[src/rtl/counter_sweep_pkg.sv]
// Shared types for the counter sweep sequencer: counter width, FSM states,
// latched command record and the command legality check.
package counter_sweep_pkg;

  localparam int CNT_W = 4;

  typedef enum logic [2:0] {
    ST_IDLE = 3'd0,
    ST_LOAD = 3'd1,
    ST_UP   = 3'd2,
    ST_DOWN = 3'd3,
    ST_DONE = 3'd4
  } sweep_state_t;

  typedef struct packed {
    logic [CNT_W-1:0] start;
    logic [CNT_W-1:0] lo;
    logic [CNT_W-1:0] hi;
    logic [CNT_W-1:0] sweeps;
  } sweep_cmd_t;

  // A legal window keeps the counter strictly inside 0..15, so it never wraps.
  function automatic logic sweep_cmd_valid(input sweep_cmd_t cmd);
    return (cmd.lo < cmd.hi) && (cmd.start >= cmd.lo) && (cmd.start <= cmd.hi);
  endfunction

endpackage

[src/rtl/counter_sweep_ctrl.sv]
// Sweep sequencer for the 4-bit up/down counter: loads a start value, then
// bounces the count between lo and hi for a programmed number of sweeps.
//
// state | meaning
// IDLE  | ready for a command; counter held by reloading its own value
// LOAD  | counter loaded with the start value
// UP    | counting up until count == hi
// DOWN  | counting down until count == lo, then next sweep or finish
// DONE  | one-cycle done pulse with err/aborted status; count held
module counter_sweep_ctrl
  import counter_sweep_pkg::*;
(
  input  logic             clk,
  input  logic             rst,
  input  logic             cmd_valid,
  output logic             cmd_ready,
  input  logic [CNT_W-1:0] cmd_start,
  input  logic [CNT_W-1:0] cmd_lo,
  input  logic [CNT_W-1:0] cmd_hi,
  input  logic [CNT_W-1:0] cmd_sweeps,
  input  logic             abort,
  input  logic [CNT_W-1:0] cnt_count,
  output logic             cnt_load,
  output logic [CNT_W-1:0] cnt_data,
  output logic             cnt_up_down,
  output logic             busy,
  output logic             done,
  output logic             err,
  output logic             aborted
);

  sweep_state_t     state_q, state_d;
  sweep_cmd_t       cmd_q, cmd_d;
  sweep_cmd_t       cmd_in;
  logic [CNT_W-1:0] sweeps_left_q, sweeps_left_d;
  logic [CNT_W-1:0] sweeps_dec;
  logic             err_q, err_d;
  logic             aborted_q, aborted_d;

  assign cmd_in     = '{start: cmd_start, lo: cmd_lo, hi: cmd_hi, sweeps: cmd_sweeps};
  assign sweeps_dec = sweeps_left_q - 4'd1;

  always_comb begin
    state_d       = state_q;
    cmd_d         = cmd_q;
    sweeps_left_d = sweeps_left_q;
    err_d         = err_q;
    aborted_d     = aborted_q;
    cnt_load      = 1'b1;
    cnt_data      = cnt_count;
    cnt_up_down   = 1'b1;

    case (state_q)
      ST_IDLE: begin
        if (cmd_valid) begin
          cmd_d         = cmd_in;
          sweeps_left_d = cmd_sweeps;
          err_d         = 1'b0;
          aborted_d     = 1'b0;
          if (sweep_cmd_valid(cmd_in)) begin
            state_d = ST_LOAD;
          end else begin
            err_d   = 1'b1;
            state_d = ST_DONE;
          end
        end
      end
      ST_LOAD: begin
        if (abort) begin
          aborted_d = 1'b1;
          state_d   = ST_DONE;
        end else begin
          cnt_data = cmd_q.start;
          state_d  = (cmd_q.sweeps == 4'd0) ? ST_DONE : ST_UP;
        end
      end
      ST_UP: begin
        if (abort) begin
          aborted_d = 1'b1;
          state_d   = ST_DONE;
        end else begin
          cnt_load = 1'b0;
          // Reverse in the same cycle hi is seen so the turn costs no step.
          if (cnt_count == cmd_q.hi) begin
            cnt_up_down = 1'b0;
            state_d     = ST_DOWN;
          end
        end
      end
      ST_DOWN: begin
        if (abort) begin
          aborted_d = 1'b1;
          state_d   = ST_DONE;
        end else begin
          cnt_load    = 1'b0;
          cnt_up_down = 1'b0;
          if (cnt_count == cmd_q.lo) begin
            sweeps_left_d = sweeps_dec;
            if (sweeps_dec == 4'd0) begin
              cnt_load = 1'b1;
              cnt_data = cmd_q.lo;
              state_d  = ST_DONE;
            end else begin
              cnt_up_down = 1'b1;
              state_d     = ST_UP;
            end
          end
        end
      end
      ST_DONE: begin
        state_d = ST_IDLE;
      end
      default: begin
        state_d = ST_IDLE;
      end
    endcase
  end

  always_ff @(posedge clk or negedge rst) begin
    if (!rst) begin
      state_q       <= ST_IDLE;
      cmd_q         <= '0;
      sweeps_left_q <= '0;
      err_q         <= 1'b0;
      aborted_q     <= 1'b0;
    end else begin
      state_q       <= state_d;
      cmd_q         <= cmd_d;
      sweeps_left_q <= sweeps_left_d;
      err_q         <= err_d;
      aborted_q     <= aborted_d;
    end
  end

  assign cmd_ready = (state_q == ST_IDLE);
  assign busy      = (state_q == ST_LOAD) || (state_q == ST_UP) || (state_q == ST_DOWN);
  assign done      = (state_q == ST_DONE);
  assign err       = err_q;
  assign aborted   = aborted_q;

endmodule

[config.mk]
export PLATFORM = sky130hd
export DESIGN_NAME = counter_sweep_ctrl
export DESIGN_NICKNAME = d
export VERILOG_FILES = /design/src/rtl/counter_sweep_pkg.sv /design/src/rtl/counter_sweep_ctrl.sv
export SDC_FILE = /design/constraint.sdc
export NUM_CORES = 1
export LEC_CHECK = 0
export ABC_CLOCK_PERIOD_IN_PS = 2650
export BUFFER_PORTS_ARGS = -buffer_cell sky130_fd_sc_hd__buf_2
export CORE_UTILIZATION = 54
export DETAILED_ROUTE_END_ITERATION = 10
export PLACE_DENSITY = 0.83
export SYNTH_ARGS = -nofsm -noshare
export SYNTH_HDL_FRONTEND = slang
export SYNTH_SLANG_ARGS = --single-unit
[constraint.sdc]
create_clock -name clk -period 2.65 [get_ports clk]
set_input_delay 0.265 -clock clk [delete_from_list [all_inputs] [get_ports clk]]
set_output_delay 0.265 -clock clk [all_outputs]
set_load 0.01 [all_outputs]
---- Yosys cells after proc, flatten, opt, wreduce, memory -nomap -nowiden ----
Cells that the tools add are included.
storage, ports and cells
  input bits .............................. 24
  word-level logic and storage cells ...... 72
  bits in registers ....................... 25
operators by class
  reductions and logical operators ........ 14
  $lt $le $gt $ge ......................... 3
  muxes and demuxes ....................... 34
  $add $sub $neg .......................... 1
  equal/unequal tests ..................... 12
operators by type and width
  kind                 number
  $mux 4               7
  $mux 3               9
  $pmux 4 s2           2
  $mux 1               12
  $pmux 3 s4           1
  $eq 4x4->1           2
  $logic_not 4->1      2
  $eq 3x2->1 const B   2
  $ne 2x2->1 const B   3
  $ne 3x3->1 const B   2
  $pmux 1 s2           3
  $reduce_and 3->1     2
  $ge 4x4->1           1
  $le 4x4->1           1
  $lt 4x4->1           1
  $reduce_and 4->1     1
  $reduce_bool 2->1    2
  $sub 4x1->4 const B  1
  $eq 3x1->1 const B   1
  $eq 3x3->1 const B   1
  $logic_not 3->1      1
  $reduce_or 3->1      1
  $logic_and 1x1->1    2
  $logic_or 1x1->1     2
  2 further kinds      2

---- Logic depth before layout (Yosys ltp) ----
Gate-level depths: netlist of run 1.
  depth after elaboration ................. 6
  gate-level depth with buffers ........... 7
  gate-level depth less buffers ........... 7

---- Worst setup path before layout of run 1 ----
OpenSTA, ideal clock, no wires.
  path kind ............................... reg2out
  start point ............................. register sweeps_left_q[0]
  end point ............................... output cnt_load
  cell stages (with the launch flop) ...... 7
  data arrival time ....................... 1521 ps
  path slack .............................. 864 ps
  buffers on the path ..................... 0
  required time ........................... 2385 ps
  path through ............................ dfrtp_1 inv_1 ha_1 or2_2 o21ai_0 a31oi_1 o21ai_0
on the way
  word-level cells in the longest chain between the ends .. 6
RTL lines
  element                   line                       source
  start: declaration        counter_sweep_ctrl.sv:35   logic [CNT_W-1:0] sweeps_left_q, sweeps_left_d;
  start signal: assignment  counter_sweep_ctrl.sv:129  sweeps_left_q <= sweeps_left_d;
  $sub 4x1->4               counter_sweep_ctrl.sv:41   assign sweeps_dec = sweeps_left_q - 4'd1;
  $logic_not 4->1           counter_sweep_ctrl.sv:99   if (sweeps_dec == 4'd0) begin
  $mux 1                    counter_sweep_ctrl.sv:99
  $mux 1                    counter_sweep_ctrl.sv:97   if (cnt_count == cmd_q.lo) begin
  $mux 1                    counter_sweep_ctrl.sv:91   if (abort) begin
  $pmux 1 s2                counter_sweep_ctrl.sv:53   case (state_q)
  end: declaration          counter_sweep_ctrl.sv:23   output logic cnt_load,
No other way between the ends.

---- Worst setup path in the final report of run 1 ----
Same ends and word-level chain as after synthesis.

==> results of run 1 <==
-- stage by stage --
| stage | power [W] | std cells | util [%] | area (sq um) | setup WS (ns) |
|---|---|---|---|---|---|
| 2_1_floorplan | 0.000983 | 180 | - | 1600 | 0.864 |
| 3_3_place_gp | 0.00111 | 239 | 63.9 | 1780 | 0.811 |
| 3_5_place_dp | 0.00113 | 239 | 63.9 | 1780 | 0.777 |
| 4_1_cts | 0.00129 | 244 | 65.2 | 1810 | 0.406 |
| 5_1_grt | 0.00140 | 244 | 65.2 | 1810 | 0.218 |
| 6_report | 0.00129 | 244 | 65.2 | 1810 | 0.410 |
-- state kept, by name (all words and copies together) (netlist names) --
| name | cells |
|---|---|
| err | 1 |
| cmd_q | 16 |
| state_q | 3 |
| sweeps_left_q | 4 |
| aborted | 1 |
-- per-layer routing --
metal | vias up | wire [um] | track usage [%]
met2 | 35 | 1480 | 34.9
met1 | 615 | 1570 | 32.5
met5 | - | 0 | 0
met3 | 9 | 93 | 3.23
met4 | 0 | 91 | 10.5
li1 | 682 | - | -
-- worst max-delay path, stage by stage, from the launching register on --
cell and delay [ns]:
dfrtp_1 0.42, inv_1 0.09, ha_1 0.25, or2_2 0.30, o21ai_0 0.14, a31oi_1 0.15, o21ai_0 0.17, buf_2 0.15
-- worst max-delay path by stage --
stage | slack, ns | start | endpoint | cells after the start
after floorplan | 0.86 | sweeps_left_q[0] | cnt_load | 6
after global placement | 0.81 | sweeps_left_q[0] | cnt_load | 7
after detailed placement | 0.78 | sweeps_left_q[0] | cnt_load | 7
after CTS | 0.41 | sweeps_left_q[0] | cnt_load | 7
after global routing | 0.22 | sweeps_left_q[0] | cnt_load | 7
final | 0.41 | sweeps_left_q[0] | cnt_load | 7
-- area by class of cell --
cell class | count | area, sq um
Clock buffer | 4 | 26.3
Fill cell | 236 | 967
Multi-Input combinational cell | 136 | 895
Inverter | 13 | 48.8
Tap cell | 31 | 38.8
Sequential cell | 25 | 626
Timing Repair Buffer | 35 | 180
-- power by group --
group          total, W  leakage (nW)  internal (W)  switching [W]
logic          0.000484         0.587      0.000205       0.000280
registers      0.000634         0.307      0.000523       0.000112
clock network  0.000170        0.0150     0.0000590       0.000111
total           0.00129         0.909      0.000787       0.000503
-- layout by cell type (no fill, tap or decap), types with 3 or more instances in the layout --
master     n
mux2_2     4
nand2b_1   6
ha_1      13
o21a_1     3
inv_1     13
buf_2     34
nor2_1     7
xor2_1     8
o21ai_0   15
nand3_1    5
a21oi_1    7
nand2_1   39
clkbuf_4   3
dfrtp_1   25
-- kinds of logic (layout without fill, tap and decap cells) --
logic type	Yosys count	after routing	share of synthesized area, %
XOR/XNOR	8	8	4.39
flip-flops	25	25	39.2
AND/OR/NAND/NOR	73	73	23.2
buffers and inverters	19	52	4.86
AO/OA/AOI/OAI	37	37	14.8
adder cells (fa/ha/maj)	13	13	10.2
multiplexers	5	5	3.45
==> impl_results.md, run 1 <==
* Root buffer cell: clkbuf_4
* Vias in the first global route at roughly 1200
* Count leader, synth: nand2_1
* Yosys top cell area share at about 40%
* Final Wtd Congestion at about 0.9
* Final Hold Fails at 0
* Drt via density at about 5.5
* Final nets at between 200 and 300
* Synthesized cell area at approximately 0.0016 sq mm
* Per-cell routed wire length at 13.3 um
* Clock sinks at 25
* CTS Buf Count at 3
* Setup TNS at 0 ns
* Post-DRT Antenna Nets at 0
* TritonCTS clock tree: built
* Req. time, crit path at about 2.4 ns
* Arr. time, crit path at approximately 2.0 ns
* Worst-path fanout max at 5
* Worst r2r src: state_q[0]
* Initial antenna violation count at 0
* I/O Pins at 35
* Max Clock Freq at approximately 450 MHz
* Total Wirelength at ~3.2 mm
* Final max-slew violation count at 0
* Core Box Area at 0.00278 sq mm
* CTS H-tree depth at 1
* PortBufs at 34
* Max Buffers Root-to-Sink at 2
* Power Density at between 700 and 800 mW/mm^2
* ANT cells at 0
* R2R depth at 4
* Initial core utilization at a little under three fifths
* Number of distinct library cells after synthesis at 39
* Synth Flop Type: dfrtp_1
* Area leader, netlist: dfrtp_1
* Clock skew at roughly 0.014 ns
* Resize count post-CTS at 0
* Max rail drop VDD at ~480 uV
* Tightest Pin Transition at between 0.7 and 0.8 ns
* Hold Startpoint: cmd_sweeps[2]
* Endpoints failing setup at 0
* Row Count at 19
* Hold endpoint: cmd_q[2]
* Die height at between 50 and 60 um
* Max Cap Violations at 0
* First-pass GRT wire length at roughly 5.6 mm
* R2R setup slack at approximately 0.8 ns
* Post-synthesis sequential area ratio at 39.2%
* GR Overflow Total at 0
* Syn Inst Count at between 150 and 200
* Share of cells above drive strength 1 at 22.5%
* TritonRoute pass-1 iters at 4
* Die width at ~56 um
* Largest net degree at the start of global routing at 27
* Die area at between 0.003 and 0.004 sq mm
* Crit Reg-Reg Endpoint: err
* Postcts setup bufs at 0
* First DRT Iteration DRCs at 34
* Post-CTS Hold Buffers at 1
* Syn_nets at about 220
* Post-synthesis register bit count at 25
* Leakage at between 0.9 and 1 nW
* Synth top cells by count: nand2_1 (39), dfrtp_1 (25), o21ai_0 (15)
* Largest cells by area after synthesis: dfrtp_1 (39%), ha_1 (10%), nand2_1 (9.2%)
* GRT Overall Usage at 22.9%
* Synth async-reset ratio at 100%
* CP Launch Type: flip-flop
* Slew HR at about half
* Synth-to-layout area growth at 13.5%
* Synthesis Warnings at 0
* Via count at 1341
* Worst hold path class: in2reg
* Avg Inst Size Synth at 8.88 sq um
* Crit share post-route at a little over four fifths
* Crit end category: output port
* HPWL after DPL at around 2.5 mm
* Critical path class: reg2out
* Fin Hold WS at between 0.1 and 0.15 ns
* DR DRC count at 0
* EDFF count, synth at 0
* Hold Crit Depth at 3
* Final Critical Period at roughly 2.2 ns
* Status: finished clean
* Clock insertion delay at the later pin of the skew report at about 0.32 ns
* Unrepaired setup endpoints after global routing: false
* CTS clk-pin slew, worst paths at 0.14 ns
Note: power is estimated with default switching activity, not from simulation.
==> inputs of run 2 (changes only) <==
--- a/config.mk
+++ b/config.mk
@@ -5,11 +5,12 @@
 export SDC_FILE = /design/constraint.sdc
 export NUM_CORES = 1
 export LEC_CHECK = 0
-export ABC_CLOCK_PERIOD_IN_PS = 2650
+export ABC_AREA = 1
+export ABC_CLOCK_PERIOD_IN_PS = 1900
 export BUFFER_PORTS_ARGS = -buffer_cell sky130_fd_sc_hd__buf_2
-export CORE_UTILIZATION = 54
+export CORE_UTILIZATION = 50
 export DETAILED_ROUTE_END_ITERATION = 10
-export PLACE_DENSITY = 0.83
+export PLACE_DENSITY = 0.8
 export SYNTH_ARGS = -nofsm -noshare
 export SYNTH_HDL_FRONTEND = slang
 export SYNTH_SLANG_ARGS = --single-unit
==> constraint.sdc (replaced) <==
create_clock -name clk -period 1.9 [get_ports clk]
set_input_delay 0.19 -clock clk [delete_from_list [all_inputs] [get_ports clk]]
set_output_delay 0.19 -clock clk [all_outputs]
set_load 0.01 [all_outputs]
==> run 2 against run 1 <==
Compared with the run above: clock skew decreased by 0.010 ns; count of clock-buffer cells in the layout did not move; utilization is 2.1 points lower; combinational power rose to 2.7 times the previous value; clock power is 78% higher; total power rose by 100%; critical path depth increased by 1; critical path type unchanged.
==> impl_results.md, run 2 <==
* Post-Synth Simple-Gate Area at between 30% and 40%
* Initial core utilization at between 50% and 60%
* Final nets at 336
* Final Critical Period at approximately 1.8 ns
* EDFF count, synth at 0
* Post-DRT Antenna Nets at 0
* Multi-input gate area at 0.00109 sq mm
* Post-synthesis register bit count at 25
* Post-Synth Adder-Cell Area at between 8 and 9%
* Max Buffers Root-to-Sink at 2
* TritonCTS clock tree: built
* Req. time, crit path at about 1.7 ns
* First-pass GRT wire length at between 6 and 7 mm
* Crit end category: output port
* Largest cells by area after synthesis: dfrtp_1 (34%), nand2_1 (21%), ha_1 (8.8%)
* Largest net degree at the start of global routing at 34
* Final core occ at about 63%
* GR Overflow Total at 0
* Die height at around 63 um
* Share of cells above drive strength 1 at 27.9%
* Drt via density at roughly 5.0
* Largest family of logic cells by synthesized area: simple AND/OR/NAND/NOR gates
* Root buffer cell: clkbuf_8
* Final max-slew violation count at 0
* Most frequent cells in the layout: nand2_1 (104), buf_2 (34), dfrtp_1 (25)
* First DRT Iteration DRCs at between 100 and 150
* Vias in the first global route at roughly 1600
* Avg Inst Size Synth at 7.25 sq um
* Clock skew at between 0.003 and 0.004 ns
* Clock insertion delay at the later pin of the skew report at 0.26 ns
* ANT cells at 0
* CTS H-tree depth at 1
* Synth-to-layout area growth at 17.5%
* Clock sinks at 25
* Per-cell routed wire length at roughly 11 um
* Total power at roughly 0.0026 W
* Crit share post-route at 94.0%
* Leakage at 1.27 nW
* Syn_nets at roughly 290
* CTS clk-pin slew, worst paths at ~0.08 ns
* Mux share of post-synthesis cell area at 0%
* Synth Flop Type: dfrtp_1
* Yosys top cell area share at around a third
* CTS Buf Count at 3
* Final Hold Fails at 0
* Core Box Area at between 0.003 and 0.004 sq mm
* Synthesis Warnings at 0
* Power Density at between 1000 and 1500 mW/mm^2
* Setup TNS at 0 ns
* Max Clock Freq at ~560 MHz
* GRT Overall Usage at about a fifth
* DR DRC count at 0
* Arr. time, crit path at about 1.6 ns
* PortBufs at 34
* Final Wtd Congestion at 0.877
* CP Launch Type: flip-flop
* Slew HR at approximately 63%
* Max FFs per register at 16
* HPWL after DPL at slightly above 3 mm
* Post-synthesis sequential area ratio at 33.8%
* Synth async-reset ratio at 100%
* Synthesized cell area at ~0.0018 sq mm
* Total Wirelength at approximately 4.0 mm
* Top flop regs: cmd_q x16, sweeps_left_q x4, state_q x3
* Critical path class: reg2out
* Worst-path fanout max at 3
* Max rail drop VDD at approximately 320 uV
* Status: finished clean
* Compound-Gate Fraction of Synth Area at a little under a tenth
* Top reg by flops: cmd_q
* Via count at 1721
* Filler cells at 317
* Syn Inst Count at approximately 260
* Endpoints failing setup at 0
* Commonest non-fill, non-tap cell in the layout: nand2_1
* Number of distinct library cells after synthesis at 23
* Die width at between 60 and 70 um
* Cell area after layout at approximately 0.0022 sq mm
* Count leader, synth: nand2_1
* TritonRoute pass-1 iters at 4
* Row Count at 21
* Tightest Pin Transition at between 0.5 and 0.6 ns
* Initial antenna violation count at 0
* Post-synthesis xor/xnor area fraction at about 3.8%
* Max Cap Violations at 0
* Die area at about 0.0039 sq mm
* I/O Pins at 35
* Worst hold path class: in2reg
* Synth top cells by count: nand2_1 (105), dfrtp_1 (25), inv_1 (25)
* Placed cell areas at roughly 0.002 sq mm
* FF/Latch Area at 626 sq um
* Area leader, netlist: dfrtp_1
-- run 2: path summary, 6_finish.rpt --
check	startpoint	endpoint	slack, ns	cells past startpoint
worst max-delay path	sweeps_left_q[1]	cnt_load	0.11	8
worst min-delay path	cmd_sweeps[3]	cmd_q[3]	0.14	3
worst max register to register	state_q[1]	cmd_q[14]	0.33	7
worst min register to register	cmd_q[1]	cmd_q[1]	0.49	2
max in group asynchronous	rst	cmd_q[8]	1.08	2
min in group asynchronous	rst	sweeps_left_q[0]	0.45	2
-- run 2: kinds of logic (layout without fill, tap and decap cells) --
logic type	Yosys count	in the layout
flip-flops	25	25
buffers and inverters	36	79
XOR/XNOR	8	8
AND/OR/NAND/NOR	148	148
adder cells (fa/ha/maj)	13	13
AO/OA/AOI/OAI	25	25
-- run 2: where the power goes --
part | leakage (nW) | internal [W] | switching, W | total [W]
logic | 0.938 | 0.000552 | 0.000775 | 0.00133
registers | 0.312 | 0.000776 | 0.000179 | 0.000955
clock network | 0.0228 | 0.000150 | 0.000153 | 0.000303
total | 1.27 | 0.00148 | 0.00111 | 0.00258
-- run 2: repair_timing --
action                                  CTS  global route
gates resized for setup                   0             9
pin swaps                                 0             5
endpoints found under the setup margin    1             1
hold endpoints to repair                 25             0
hold buffers                              1             0
cloned                                    0             0
buffers inserted                          3             4
-- run 2: layer usage --
layer / track usage [%] / share of wire, % / routed length, um / vias up
met4: 8.72 / 1.9 / 74 / 0
met5: 0 / 0 / 0 / -
met3: 2.19 / 5.7 / 226 / 9
met2: 34.6 / 46 / 1830 / 67
li1: - / - / - / 877
met1: 28.9 / 46 / 1820 / 768
-- run 2: final cells by class --
cell class              instances  share of cell area, %
well taps                      46                   2.65
multi-input cells             194                   50.0
flip-flops and latches         25                   28.8
repair buffers                 42                   10.7
inverters                      33                   5.81
clock buffers                   4                   2.07
-- run 2: critical path: stages, from the launching register on --
cell and delay [ns]:
dfrtp_1 0.38, inv_2 0.07, ha_4 0.16, nor2_2 0.11, nor2_2 0.05, nor2_1 0.09, nand2_1 0.09, o31ai_1 0.21
buf_2 0.17
-- run 2: per-stage QoR --
step | setup WS (ns) | instances | hold slack, ns
6_report | 0.114 | 344 | 0.143
5_1_grt | -0.0103 | 344 | 0.155
4_1_cts | 0.0311 | 340 | 0.136
3_5_place_dp | 0.276 | 332 | 0.214
3_3_place_gp | 0.366 | 332 | 0.209
2_1_floorplan | 0.414 | 255 | -0.106
==> inputs of run 3 (changes only) <==
--- a/config.mk
+++ b/config.mk
@@ -6,11 +6,12 @@
 export NUM_CORES = 1
 export LEC_CHECK = 0
 export ABC_AREA = 1
-export ABC_CLOCK_PERIOD_IN_PS = 1900
+export ABC_CLOCK_PERIOD_IN_PS = 2200
 export BUFFER_PORTS_ARGS = -buffer_cell sky130_fd_sc_hd__buf_2
-export CORE_UTILIZATION = 50
+export CORE_UTILIZATION = 54
 export DETAILED_ROUTE_END_ITERATION = 10
-export PLACE_DENSITY = 0.8
+export PLACE_DENSITY = 0.82
+export SLEW_MARGIN = 10
 export SYNTH_ARGS = -nofsm -noshare
 export SYNTH_HDL_FRONTEND = slang
 export SYNTH_SLANG_ARGS = --single-unit
==> constraint.sdc (replaced) <==
create_clock -name clk -period 2.2 [get_ports clk]
set_input_delay 0.22 -clock clk [delete_from_list [all_inputs] [get_ports clk]]
set_output_delay 0.22 -clock clk [all_outputs]
set_load 0.01 [all_outputs]
==> run 3 against run 2 <==
Compared with the run above: utilization grew 2.7 points; count of clock-buffer cells in the layout stayed put; clock power decreased by 33%; via count shrank 3.4%; routed wire length down 6.8%; critical endpoint unchanged; largest power group unchanged; design area is 4.4% lower.
==> impl_results.md, run 3 (synthesis gave the netlist of run 2 again) <==
* Power Density at between 900 and 1000 mW/mm^2
* CP Launch Type: flip-flop
* Slowest cell on crit path: dfrtp_1
* ANT cells at 0
* I/O Pins at 35
* Crit-path cells: inv_1 -> ha_1 -> nor2_1 -> nor2_1 -> nor2_1 -> nand2_1 -> o31ai_1 -> buf_2
* Max Cap Violations at 0
* Worst hold path class: in2reg
* GRT Overall Usage at 24.1%
* Clock skew at 0.00514 ns
* Row Count at 20
* GR Overflow Total at 0
* Hold Startpoint: cmd_sweeps[0]
* Req. time, crit path at between 1.5 and 2 ns
* Met1 wire length at 1.75 mm
* Via count at ~1700
* Final Critical Period at a little under 2 ns
* CTS clk-pin slew, worst paths at between 0.1 and 0.15 ns
* CP most frequent cell: nor2_1
* PortBufs at 34
* Initial core utilization at roughly three fifths
* Top flop regs: cmd_q x16, sweeps_left_q x4, state_q x3
* CTS H-tree depth at 1
* Worst r2r src: state_q[0]
* Most frequent cells in the layout: nand2_1 (105), buf_2 (34), inv_1 (25), dfrtp_1 (25)
* Final nets at approximately 330
* Tightest Pin Transition at approximately 0.54 ns
* R2R depth at 7
* Max Clock Freq at a little over 500 MHz
* Endpoints failing setup at 0
* Clock insertion delay at the later pin of the skew report at 0.31 ns
* Filler cells at between 300 and 400
* Max Buffers Root-to-Sink at 2
* Crit end category: output port
* Die area at approximately 0.0037 sq mm
* TritonRoute pass-1 iters at 4
* Die height at ~61 um
* HPWL after DPL at 2.91 mm
* Vias in the first global route at about 1600
* Slew HR at a little under two thirds
* Synth-to-layout area growth at 12.3%
* First-pass GRT wire length at between 6 and 7 mm
* Crit share post-route at 90.0%
* First DRT Iteration DRCs at 85
* Postcts setup bufs at 0
* Max FFs per register at 16
* Commonest non-fill, non-tap cell in the layout: nand2_1
* Max rail drop VDD at between 400 and 500 uV
* TritonCTS clock tree: built
* Hold Crit Depth at 3
* Critical path class: reg2out
* Leakage at around 1.2 nW
* Status: finished clean
* Hold endpoint: cmd_q[0]
* Largest net degree at the start of global routing at 34
* Crit Reg-Reg Endpoint: cmd_q[1]
* Max incr delay on CP at 0.42 ns
* Total Wirelength at ~3.7 mm
* Unrepaired setup endpoints after global routing: false
* Final Hold Fails at 0
* Setup TNS at 0 ns
* Total power at between 0.002 and 0.0025 W
* Drt via density at 4.96
* Final max-slew violation count at 0
* Multi-input gate area at 0.00106 sq mm
* WL met2 at about 1.7 mm
* Met3 WL at 124 um
* Initial antenna violation count at 0
* CTS Buf Count at 3
* Core Box Area at 0.00315 sq mm
* Clock sinks at 25
* R2R setup slack at roughly 0.63 ns
* Top reg by flops: cmd_q
* Worst-path fanout max at 4
* Post-DRT Antenna Nets at 0
* Arr. time, crit path at between 1.5 and 2 ns
* Max layer used: met4
* Per-cell routed wire length at approximately 11 um
* Share of cells above drive strength 1 at around a quarter
* DR DRC count at 0
* FF/Latch Area at 626 sq um
* Final Wtd Congestion at just under 0.9
* Root buffer cell: clkbuf_4
* Die width at between 60 and 70 um
[run 3: power by group]
part           switching [W]  total [W]  internal (W)
registers           0.000144   0.000812      0.000668
logic               0.000618   0.000994      0.000376
clock network       0.000132   0.000203     0.0000709
total               0.000894    0.00201       0.00111
[run 3: worst max path at each step]
stage	cells after the start	end	start
6_report	8	cnt_load	sweeps_left_q[0]
5_1_grt	8	cnt_load	sweeps_left_q[0]
4_1_cts	8	cnt_load	sweeps_left_q[0]
3_5_place_dp	8	cnt_load	sweeps_left_q[0]
3_3_place_gp	8	cnt_load	sweeps_left_q[0]
2_1_floorplan	7	cnt_load	sweeps_left_q[0]
[run 3: per-layer routing]
layer	track usage (%)	up-vias
met5	0	-
met1	31.8	747
met2	41.9	35
met4	8.44	0
met3	1.49	7
li1	-	873
[run 3: repair_timing]
| action | CTS | global route |
|---|---|---|
| endpoints found under the hold margin | 25 | 0 |
| hold buffers | 1 | 0 |
| gates resized for setup | 0 | 0 |
[run 3: stage by stage]
step / setup WS (ns) / area [sq um] / instances / hold WS, ns / utilization, %
global placement: 0.659 / 2040 / 330 / 0.238 / 64.7
CTS: 0.201 / 2080 / 335 / 0.115 / 65.9
detailed placement: 0.566 / 2040 / 330 / 0.241 / 64.7
floorplan: 0.684 / 1850 / 255 / -0.0756 / -
global route: 0.0525 / 2080 / 335 / 0.130 / 65.9
finish: 0.220 / 2080 / 335 / 0.121 / 65.9
[run 3: area by class of cell]
| type | instances | area share (%) |
|---|---|---|
| tap | 44 | 2.65 |
| sequential | 25 | 30.1 |
| clock buffer | 4 | 1.27 |
| timing repair buffer | 35 | 8.67 |
| inverter | 33 | 6.08 |
| multi-input combinational | 194 | 51.2 |
[run 3: worst max-delay path, delay by kind of cell, from the launching register on]
family / cells / cell delay [ns]
DFF: 1 / 0.42
and+or+nand+nor: 4 / 0.34
buffers and inverters: 2 / 0.25
adders and majority gates: 1 / 0.22
AOI/OAI and AO/OA: 1 / 0.22
